==> src/rtl/seg7_scan_driver.sv <==
// seg7_scan_driver
//   Time-multiplexed driver for NUM_DIGITS common-anode 7-segment digits.
//   Each digit takes a hex nibble and a decimal point. Digits are scanned
//   one per slot of SCAN_DIV cycles. The first DEAD_CYCLES cycles of every
//   slot are blanked to suppress ghosting. New data is captured into a
//   pending register and reaches the display only at a frame boundary, so
//   a frame is never torn.
//
//   Optional build macro: LEADING_ZERO_BLANK_EN
//     defined   - leading zero digits (never digit 0) show no segments
//     undefined - every digit is decoded
//
// Ports
//   clk        system clock
//   rst_n      asynchronous active-low reset
//   value      hex nibbles, digit 0 = value[3:0]
//   dp_mask    decimal point request per digit, 1 = lit
//   load       strobe: capture value/dp_mask into the pending register
//   blank      level: force the display dark (1-cycle latency)
//   segments   {G,F,E,D,C,B,A}, active-low
//   dp_n       decimal point, active-low
//   digit_en   one-hot digit select, polarity per DIGIT_ACTIVE_LOW
//   frame_done one-cycle pulse with the first output cycle of a new frame
//
// State table
//   ST_GAP   | slot dead-time, all digits off
//   ST_DRIVE | current digit enabled with its decoded segments
module seg7_scan_driver #(
   parameter int NUM_DIGITS       = 4,
   parameter int SCAN_DIV         = 1000,
   parameter int DEAD_CYCLES      = 16,
   parameter bit DIGIT_ACTIVE_LOW = 1'b1
) (
   input  logic                    clk,
   input  logic                    rst_n,
   input  logic [4*NUM_DIGITS-1:0] value,
   input  logic [NUM_DIGITS-1:0]   dp_mask,
   input  logic                    load,
   input  logic                    blank,
   output logic [6:0]              segments,
   output logic                    dp_n,
   output logic [NUM_DIGITS-1:0]   digit_en,
   output logic                    frame_done
);

   localparam int CNT_W = (SCAN_DIV > 1) ? $clog2(SCAN_DIV) : 1;
   localparam int DIG_W = (NUM_DIGITS > 1) ? $clog2(NUM_DIGITS) : 1;
   localparam logic [CNT_W-1:0]      CNT_MAX  = CNT_W'(SCAN_DIV - 1);
   localparam logic [CNT_W-1:0]      CNT_DEAD = CNT_W'(DEAD_CYCLES);
   localparam logic [DIG_W-1:0]      DIG_MAX  = DIG_W'(NUM_DIGITS - 1);
   localparam logic [NUM_DIGITS-1:0] EN_OFF   = {NUM_DIGITS{DIGIT_ACTIVE_LOW}};

   typedef enum logic {ST_GAP = 1'b0, ST_DRIVE = 1'b1} state_t;

   // With no dead-time the scan starts straight in DRIVE.
   localparam state_t ST_RESET = (DEAD_CYCLES == 0) ? ST_DRIVE : ST_GAP;

   logic [CNT_W-1:0]        cnt_q, cnt_d;
   logic [DIG_W-1:0]        dig_q, dig_d;
   state_t                  state_q, state_d;
   logic [4*NUM_DIGITS-1:0] disp_val_q, disp_val_d, pend_val_q, pend_val_d;
   logic [NUM_DIGITS-1:0]   disp_dp_q, disp_dp_d, pend_dp_q, pend_dp_d;
   logic                    pend_flag_q, pend_flag_d;
   logic                    bnd_q, bnd_d;
   logic [6:0]              seg_q, seg_d;
   logic                    dp_n_q, dp_n_d;
   logic [NUM_DIGITS-1:0]   dig_en_q, dig_en_d;
   logic                    frame_done_q, frame_done_d;

   logic                    wrap, frame_end;
   logic [3:0]              nib;
   logic                    dp_sel, lz_blank;
   logic [NUM_DIGITS-1:0]   onehot;
`ifdef LEADING_ZERO_BLANK_EN
   logic                    zero_above;
`endif

   function automatic logic [6:0] decode(input logic [3:0] n);
      case (n)
         4'h0:    decode = 7'b1000000;
         4'h1:    decode = 7'b1111001;
         4'h2:    decode = 7'b0100100;
         4'h3:    decode = 7'b0110000;
         4'h4:    decode = 7'b0011001;
         4'h5:    decode = 7'b0010010;
         4'h6:    decode = 7'b0000010;
         4'h7:    decode = 7'b1111000;
         4'h8:    decode = 7'b0000000;
         4'h9:    decode = 7'b0011000;
         4'hA:    decode = 7'b0001000;
         4'hB:    decode = 7'b0000011;
         4'hC:    decode = 7'b1000110;
         4'hD:    decode = 7'b0100001;
         4'hE:    decode = 7'b0000110;
         default: decode = 7'b0001110;
      endcase
   endfunction

   always_comb begin
      // slot counter and digit index
      wrap      = (cnt_q == CNT_MAX);
      frame_end = wrap && (dig_q == DIG_MAX);
      cnt_d     = wrap ? '0 : cnt_q + 1'b1;
      dig_d     = dig_q;
      if (wrap) dig_d = (dig_q == DIG_MAX) ? '0 : dig_q + 1'b1;

      state_d = state_q;
      case (state_q)
         ST_GAP:   if (cnt_d >= CNT_DEAD) state_d = ST_DRIVE;
         ST_DRIVE: if (wrap && DEAD_CYCLES != 0) state_d = ST_GAP;
         default:  state_d = ST_RESET;
      endcase

      // pending -> display transfer happens before a same-cycle load
      // overwrites pending, so a boundary load keeps the flag set.
      disp_val_d  = disp_val_q;
      disp_dp_d   = disp_dp_q;
      pend_val_d  = pend_val_q;
      pend_dp_d   = pend_dp_q;
      pend_flag_d = pend_flag_q;
      if (frame_end && pend_flag_q) begin
         disp_val_d  = pend_val_q;
         disp_dp_d   = pend_dp_q;
         pend_flag_d = 1'b0;
      end
      if (load) begin
         pend_val_d  = value;
         pend_dp_d   = dp_mask;
         pend_flag_d = 1'b1;
      end

      nib    = 4'h0;
      dp_sel = 1'b0;
      onehot = '0;
      for (int i = 0; i < NUM_DIGITS; i++) begin
         if (dig_q == DIG_W'(i)) begin
            nib       = disp_val_q[4*i +: 4];
            dp_sel    = disp_dp_q[i];
            onehot[i] = 1'b1;
         end
      end

      lz_blank = 1'b0;
`ifdef LEADING_ZERO_BLANK_EN
      // walk from the most significant digit down while nibbles stay zero
      zero_above = 1'b1;
      for (int i = NUM_DIGITS - 1; i >= 1; i--) begin
         zero_above = zero_above && (disp_val_q[4*i +: 4] == 4'h0);
         if ((dig_q == DIG_W'(i)) && zero_above) lz_blank = 1'b1;
      end
`endif

      seg_d    = 7'h7F;
      dp_n_d   = 1'b1;
      dig_en_d = EN_OFF;
      if (!blank && state_q == ST_DRIVE) begin
         seg_d    = lz_blank ? 7'h7F : decode(nib);
         dp_n_d   = ~dp_sel;
         dig_en_d = DIGIT_ACTIVE_LOW ? ~onehot : onehot;
      end

      // delay by one so the pulse lines up with the new frame's first output
      bnd_d        = frame_end;
      frame_done_d = bnd_q;
   end

   always_ff @(posedge clk or negedge rst_n) begin
      if (!rst_n) begin
         cnt_q        <= '0;
         dig_q        <= '0;
         state_q      <= ST_RESET;
         disp_val_q   <= '0;
         disp_dp_q    <= '0;
         pend_val_q   <= '0;
         pend_dp_q    <= '0;
         pend_flag_q  <= 1'b0;
         bnd_q        <= 1'b0;
         seg_q        <= 7'h7F;
         dp_n_q       <= 1'b1;
         dig_en_q     <= EN_OFF;
         frame_done_q <= 1'b0;
      end else begin
         cnt_q        <= cnt_d;
         dig_q        <= dig_d;
         state_q      <= state_d;
         disp_val_q   <= disp_val_d;
         disp_dp_q    <= disp_dp_d;
         pend_val_q   <= pend_val_d;
         pend_dp_q    <= pend_dp_d;
         pend_flag_q  <= pend_flag_d;
         bnd_q        <= bnd_d;
         seg_q        <= seg_d;
         dp_n_q       <= dp_n_d;
         dig_en_q     <= dig_en_d;
         frame_done_q <= frame_done_d;
      end
   end

   assign segments   = seg_q;
   assign dp_n       = dp_n_q;
   assign digit_en   = dig_en_q;
   assign frame_done = frame_done_q;

endmodule

==> config.mk <==
export PLATFORM = sky130hd
export DESIGN_NAME = seg7_scan_driver
export DESIGN_NICKNAME = d
export VERILOG_FILES = /design/src/rtl/seg7_scan_driver.sv
export SDC_FILE = /design/constraint.sdc
export NUM_CORES = 1
export LEC_CHECK = 0
export ABC_AREA = 1
export CAP_MARGIN = 20
export CORE_ASPECT_RATIO = 1.1
export CORE_MARGIN = 3
export CORE_UTILIZATION = 50
export CTS_CLUSTER_DIAMETER = 100
export DETAILED_ROUTE_END_ITERATION = 12
export PLACE_DENSITY = 0.72
export SYNTH_ARGS = -nofsm -noshare
export SYNTH_HDL_FRONTEND = slang
export SYNTH_SLANG_ARGS = --single-unit
==> constraint.sdc <==
create_clock -name clk -period 3.4 [get_ports clk]
set_input_delay 1.02 -clock clk [delete_from_list [all_inputs] [get_ports clk]]
set_output_delay 1.02 -clock clk [all_outputs]
set_load 0.05 [all_outputs]
==> results.json, run 1 <==
{
  "fmax_ghz": 0.374,
  "core.rowCount": 30,
  "core_mm2": 0.00627,
  "skew_ps": 9.71,
  "viasPerCell": 4.83,
  "setup_ws_ps": 724,
  "setup_viol": 0,
  "rsz0062_at_grt": "false",
  "drt-pass1-iter-count": 4,
  "syn-instance-count": 362,
  "antenna_found_initial": 0,
  "power_density_mw_per_mm2": 439,
  "dr_wl_met3_um": 230,
  "cp_max_fo": 1,
  "overflow": 0,
  "synth_most_common_cell": "nand2_1",
  "period_share_pct": 78.7,
  "die_h_um": 90.9,
  "synth_top_cell_by_area": "dfrtp_1",
  "first_global_vias": 2287,
  "grt_max_degree": 42,
  "ff2ff_setup_slack_ps": 1160,
  "synth_cell_types": 29,
  "r2r_cells": 14,
  "drc": 0,
  "peakVddDrop_v": 0.000307,
  "finalNetCount": 433,
  "path_buf_inv": 1,
  "dieArea_mm2": 0.00757,
  "crit_start": "dp_n$_DFF_PN1_",
  "final_util_pct": 62.3,
  "tightest_slew_ps": 825,
  "routed_wl_mm": 5.60,
  "timing.rr.start": "dig_q[1]$_DFFE_PN0N_",
  "grt_pass1_wl_mm": 10.1,
  "maxSlewHeadroom_pct": 44.8,
  "avgSynthCellArea_um2": 9.06,
  "crit_chain": "clkdlybuf4s50_1",
  "numCtsBuffers": 9,
  "grtUsageTotal_pct": 16.5,
  "synth_edf_count": 0,
  "area_growth_syn_to_layout_pct": 19.2,
  "cp.arrival_ps": 1660,
  "synth_area_mm2": 0.00328,
  "cts-resized-gates": 0,
  "gp_congestion": 0.888,
  "slowest_delay_ps": 800,
  "cts_setup_buffers": 0,
  "hold_path.class": "register to register",
  "antenna_cells": 0,
  "cts_sinks": 68,
  "drv_cap": 0,
  "drtIter0Drc": 65,
  "synthArstFlopShare_pct": 100,
  "path_delay_family": "buffers and inverters",
  "r2r_end": "segments[3]$_DFF_PN1_",
  "yosysWarningCount": 0,
  "setup-tns-final_ps": 0,
  "io_buffer_count": 36,
  "worstSetupEndpoint": "dp_n",
  "synth_common_cells": "nand2_1, dfrtp_1, inv_1",
  "cts_max_level": 3,
  "die_x_um": 83.2,
  "ant_nets": 0,
  "ys_seq_area_share_pct": 52.3,
  "clkSlewWorstSetupHoldPaths_ps": 70,
  "synth_fp_nets": 397,
  "hpwlAfterDp_mm": 3.97,
  "synth_top_area_share_pct": 42.7,
  "cts_tree": "done",
  "clock_path_buffers": 2,
  "slowest_stage": "clkdlybuf4s50_1",
  "slew_violations": 0,
  "start_util_pct": 52.3,
  "synth_area_leaders": "dfrtp_1, dfstp_2, nand2_1",
  "root_buffer": "clkbuf_8",
  "post_drt_wl_per_cell_um": 11.6,
  "drive_above_1_share_pct": 21.6,
  "status": "finished clean",
  "crit_type": "register to output port",
  "wl_met1_mm": 2.69,
  "ios": 37,
  "cp.required_ps": 2380,
  "endpoint_kind": "output port",
  "finalHoldViolCount": 0,
  "num_vias": 2334,
  "worstSetupPathDepth": 1,
  "period_needed_ps": 2680,
  "ys_seq_elements": 68,
  "power.leakage_nw": 1.92,
  "highest-signal-layer": "met4",
  "ys_dominant_reg_cell": "dfrtp_1",
  "clk_latency_ps": 340,
  "pre_cts_slack_ps": 1020,
  "ctsHoldBuffers": 0,
  "start_kind": "register",
  "wl_met2_mm": 2.66
}
layout by cell type (no fill, tap or decap):
cell / Yosys / layout
a21oi_1: 9 / 9
a21oi_2: 1 / 1
a22oi_1: 1 / 1
buf_12: 0 / 1
buf_2: 3 / 1
buf_4: 0 / 1
bufinv_16: 0 / 2
clkbuf_8: 0 / 12
clkdlybuf4s50_1: 0 / 35
clkinv_2: 0 / 2
dfrtp_1: 56 / 56
dfstp_2: 12 / 12
ha_1: 11 / 11
inv_1: 47 / 47
inv_2: 5 / 5
nand2_1: 79 / 79
nand2_2: 23 / 23
nand2_4: 1 / 1
nand3_1: 31 / 31
nand3_4: 1 / 1
nand4_1: 1 / 1
nor2_1: 16 / 16
nor2_2: 1 / 1
nor2_4: 2 / 2
o211ai_1: 1 / 1
o21a_1: 1 / 1
o21ai_0: 21 / 21
o21ai_1: 1 / 1
o21ai_2: 20 / 20
o21bai_1: 3 / 3
or2_1: 1 / 1
or2_2: 2 / 2
xor2_1: 2 / 2
metrics by stage:
step	hold WS [ps]	cells	total power, mW	cell area [um2]
after detailed placement	342	467	0.972	3670
after floorplan	331	362	0.910	3280
final	355	483	1.71	3910
after global placement	335	467	0.968	3670
after CTS	357	483	1.73	3910
after global routing	379	483	1.79	3910
cell type report:
class | instances | area, um2
fill | 532 | 2360
sequential | 68 | 1720
multi-input combinational | 229 | 1280
timing repair buffer | 38 | 383
inverter | 52 | 195
clock buffer | 12 | 165
tap | 80 | 100
clock inverter | 4 | 70.1
state kept, by name, summed over array words and instances (netlist names):
| signal | flops |
|---|---|
| dp_n | 1 |
| pend_val_q | 16 |
| state_q | 1 |
| pend_dp_q | 4 |
| digit_en | 4 |
| frame_done | 1 |
| segments | 7 |
| disp_dp_q | 4 |
| cnt_q | 10 |
| pend_flag_q | 1 |
| bnd_q | 1 |
| dig_q | 2 |
| disp_val_q | 16 |
metal layers:
layer	vias to the layer above	track usage, %
met3	2	4.45
met5	-	0
met2	40	26.5
met1	1087	21.9
met4	0	5.31
li1	1205	-
cells by family after synthesis:
| kind of cell | synth area share (%) |
|---|---|
| AO/OA/AOI/OAI | 11.7 |
| XOR/XNOR | 0.534 |
| adder cells (fa/ha/maj) | 4.20 |
| buffers and inverters | 8.70 |
| flip-flops | 52.3 |
| AND/OR/NAND/NOR | 22.5 |
power by group:
part           switching (mW)  internal [mW]  leakage [nW]
Clock                   0.290          0.471         0.122
Combinational          0.0669         0.0437         0.949
Sequential            0.00626          0.837         0.847
Total                   0.363           1.35          1.92
worst min path at each step:
stage | startpoint | to | slack, ps | depth (start not counted)
finish | bnd_q$_DFF_PN0_ | frame_done$_DFF_PN0_ | 360 | 0
global route | bnd_q$_DFF_PN0_ | frame_done$_DFF_PN0_ | 380 | 0
CTS | bnd_q$_DFF_PN0_ | frame_done$_DFF_PN0_ | 360 | 0
detailed placement | bnd_q$_DFF_PN0_ | frame_done$_DFF_PN0_ | 340 | 0
global placement | bnd_q$_DFF_PN0_ | frame_done$_DFF_PN0_ | 340 | 0
floorplan | bnd_q$_DFF_PN0_ | frame_done$_DFF_PN0_ | 330 | 0
Note: power is estimated with default switching activity, not from simulation.
==> run 2, diff against run 1 <==
==> constraint.sdc (replaced) <==
create_clock -name clk -period 2.55 [get_ports clk]
set_input_delay 0.765 -clock clk [delete_from_list [all_inputs] [get_ports clk]]
set_output_delay 0.765 -clock clk [all_outputs]
set_load 0.05 [all_outputs]
==> run 2 against run 1 <==
Effect of this change:
- final area hardly changed
- clock skew down 3.7 ps
- global-route usage up 0.19 points
- clock power is 20% higher
- utilization barely moved
- clock-buffer cell count rose by 3
- highest routed layer unchanged
==> results.json, run 2 (synthesis results as in run 1) <==
{
  "slew_violations": 0,
  "path_buf_inv": 1,
  "clkSlewWorstSetupHoldPaths_ps": 70,
  "final_cells": 485,
  "post_drt_wl_per_cell_um": 11.8,
  "pwr-share-comb_pct": 7.0,
  "largestRegisters": "disp_val_q x16, pend_val_q x16, cnt_q x10",
  "fin_total_pwr_mw": 2.19,
  "area_growth_syn_to_layout_pct": 19.1,
  "setup-tns-final_ps": 0,
  "skew_ps": 6.01,
  "gp_congestion": 0.928,
  "layout_commonest_cell": "nand2_1",
  "endpoint_kind": "output port",
  "clk_latency_ps": 340,
  "fin_area_mm2": 0.00391,
  "status": "finished clean",
  "nFillCells": 516,
  "cp.arrival_ps": 1640,
  "period_share_pct": 94.3,
  "hpwlAfterDp_mm": 4.11,
  "antenna_found_initial": 0,
  "placed_area_mm2": 0.00370,
  "p_sw_share_pct": 21.6,
  "fmax_ghz": 0.416,
  "placedCellCount": 469,
  "cts-resized-gates": 0,
  "cts_tree": "done",
  "power.leakage_nw": 1.91,
  "root_buffer": "clkbuf_8",
  "path_delay_family": "buffers and inverters",
  "tightest_slew_ps": 634,
  "crit_type": "register to output port",
  "finalHoldViolCount": 0,
  "grt_pass1_wl_mm": 10.2,
  "core_mm2": 0.00627,
  "num_vias": 2378,
  "drv_cap": 0,
  "p_int_mw": 1.71,
  "seqPwrFrac_pct": 51.5,
  "period_needed_ps": 2400,
  "start_util_pct": 52.3,
  "finalNetCount": 435,
  "cts_setup_buffers": 0,
  "ant_nets": 0,
  "core.rowCount": 30,
  "drtIter0Drc": 87,
  "cts_sinks": 68,
  "ios": 37,
  "antenna_cells": 0,
  "hold_path.class": "register to register",
  "viasPerCell": 4.90,
  "cp.required_ps": 1790,
  "grtUsageTotal_pct": 16.7,
  "setup_viol": 0,
  "numCtsBuffers": 9,
  "clock_path_buffers": 2,
  "slowest_delay_ps": 790,
  "cp_max_fo": 1,
  "peakVddDrop_v": 0.000431,
  "routed_wl_mm": 5.73,
  "crit_chain": "clkdlybuf4s50_1",
  "cts_max_level": 3,
  "rsz0062_at_grt": "false",
  "maxSlewHeadroom_pct": 57.7,
  "layout_common_cells": "nand2_1, dfrtp_1, inv_1, clkdlybuf4s50_1, nand3_1",
  "slowest_stage": "clkdlybuf4s50_1",
  "io_buffer_count": 36,
  "drc": 0,
  "first_global_vias": 2308,
  "start_kind": "register",
  "clockPowerShare_pct": 41.6,
  "power_density_mw_per_mm2": 560,
  "drt-pass1-iter-count": 4,
  "dieArea_mm2": 0.00757,
  "drive_above_1_share_pct": 21.2,
  "overflow": 0,
  "p_sw_mw": 0.473,
  "ctsHoldBuffers": 0,
  "die_h_um": 90.9,
  "die_x_um": 83.2,
  "grt_max_degree": 42
}
[run 2: worst reg2reg max path, delay by kind of cell, from the launching register on]
family        cells  cell delay (ps)
simple gates      9              810
fa+ha+maj         2              590
flops             1              400
buf+inv           3              320
[run 2: final cells by class]
| cell class | count | area, um2 | share of cell area, % |
|---|---|---|---|
| Sequential cell | 68 | 1720 | 43.9 |
| Multi-Input combinational cell | 229 | 1280 | 32.7 |
| Timing Repair Buffer | 40 | 410 | 10.5 |
| Inverter | 52 | 195 | 5.00 |
| Clock buffer | 15 | 176 | 4.52 |
| Tap cell | 80 | 100 | 2.56 |
| Clock inverter | 1 | 30.0 | 0.769 |
[run 2: power by group through the flow]
stage,clock network (mW),registers [mW],logic [mW]
4_1_cts,0.926,1.13,0.156
5_1_grt,0.993,1.13,0.172
3_5_place_dp,0,1.14,0.156
3_3_place_gp,0,1.14,0.153
6_report,0.909,1.12,0.153
2_1_floorplan,0,1.17,0.0477
[run 2: per-stage QoR]
stage | utilization (%) | worst slack (ps) | hold slack, ps
finish | 62.3 | 146 | 349
global route | 62.3 | 105 | 369
CTS | 62.3 | 125 | 351
detailed placement | 59.0 | 397 | 336
global placement | 59.0 | 500 | 334
floorplan | - | 717 | 331
[run 2: worst paths after layout]
path	startpoint	to	slack, ps	depth (start not counted)
worst max register to register	dig_q[1]$_DFFE_PN0N_	segments[0]$_DFF_PN1_	360	14
min in group asynchronous	rst_n	cnt_q[3]$_DFF_PN0_	440	1
worst min register to register	bnd_q$_DFF_PN0_	frame_done$_DFF_PN0_	350	0
max in group asynchronous	rst_n	digit_en[2]$_DFF_PN1_	1520	2
worst max-delay path	segments[4]$_DFF_PN1_	segments[4]	150	1
worst min-delay path	bnd_q$_DFF_PN0_	frame_done$_DFF_PN0_	350	0
[run 2: metal layers]
layer  up-vias  GRT usage, %  wire length (um)
met5         -             0                 0
met4         0          7.22                90
met3        10          5.54               341
met2        65          27.1              2700
met1      1095          20.4              2600
li1       1208             -                 -
==> run 3, diff against run 2 <==
--- a/config.mk
+++ b/config.mk
@@ -13,6 +13,7 @@
 export CTS_CLUSTER_DIAMETER = 100
 export DETAILED_ROUTE_END_ITERATION = 12
 export PLACE_DENSITY = 0.72
+export SKIP_LAST_GASP = 1
 export SYNTH_ARGS = -nofsm -noshare
 export SYNTH_HDL_FRONTEND = slang
 export SYNTH_SLANG_ARGS = --single-unit
==> results of run 3 <==
No change in the layout: final DEF, timing and power equal those of run 2.
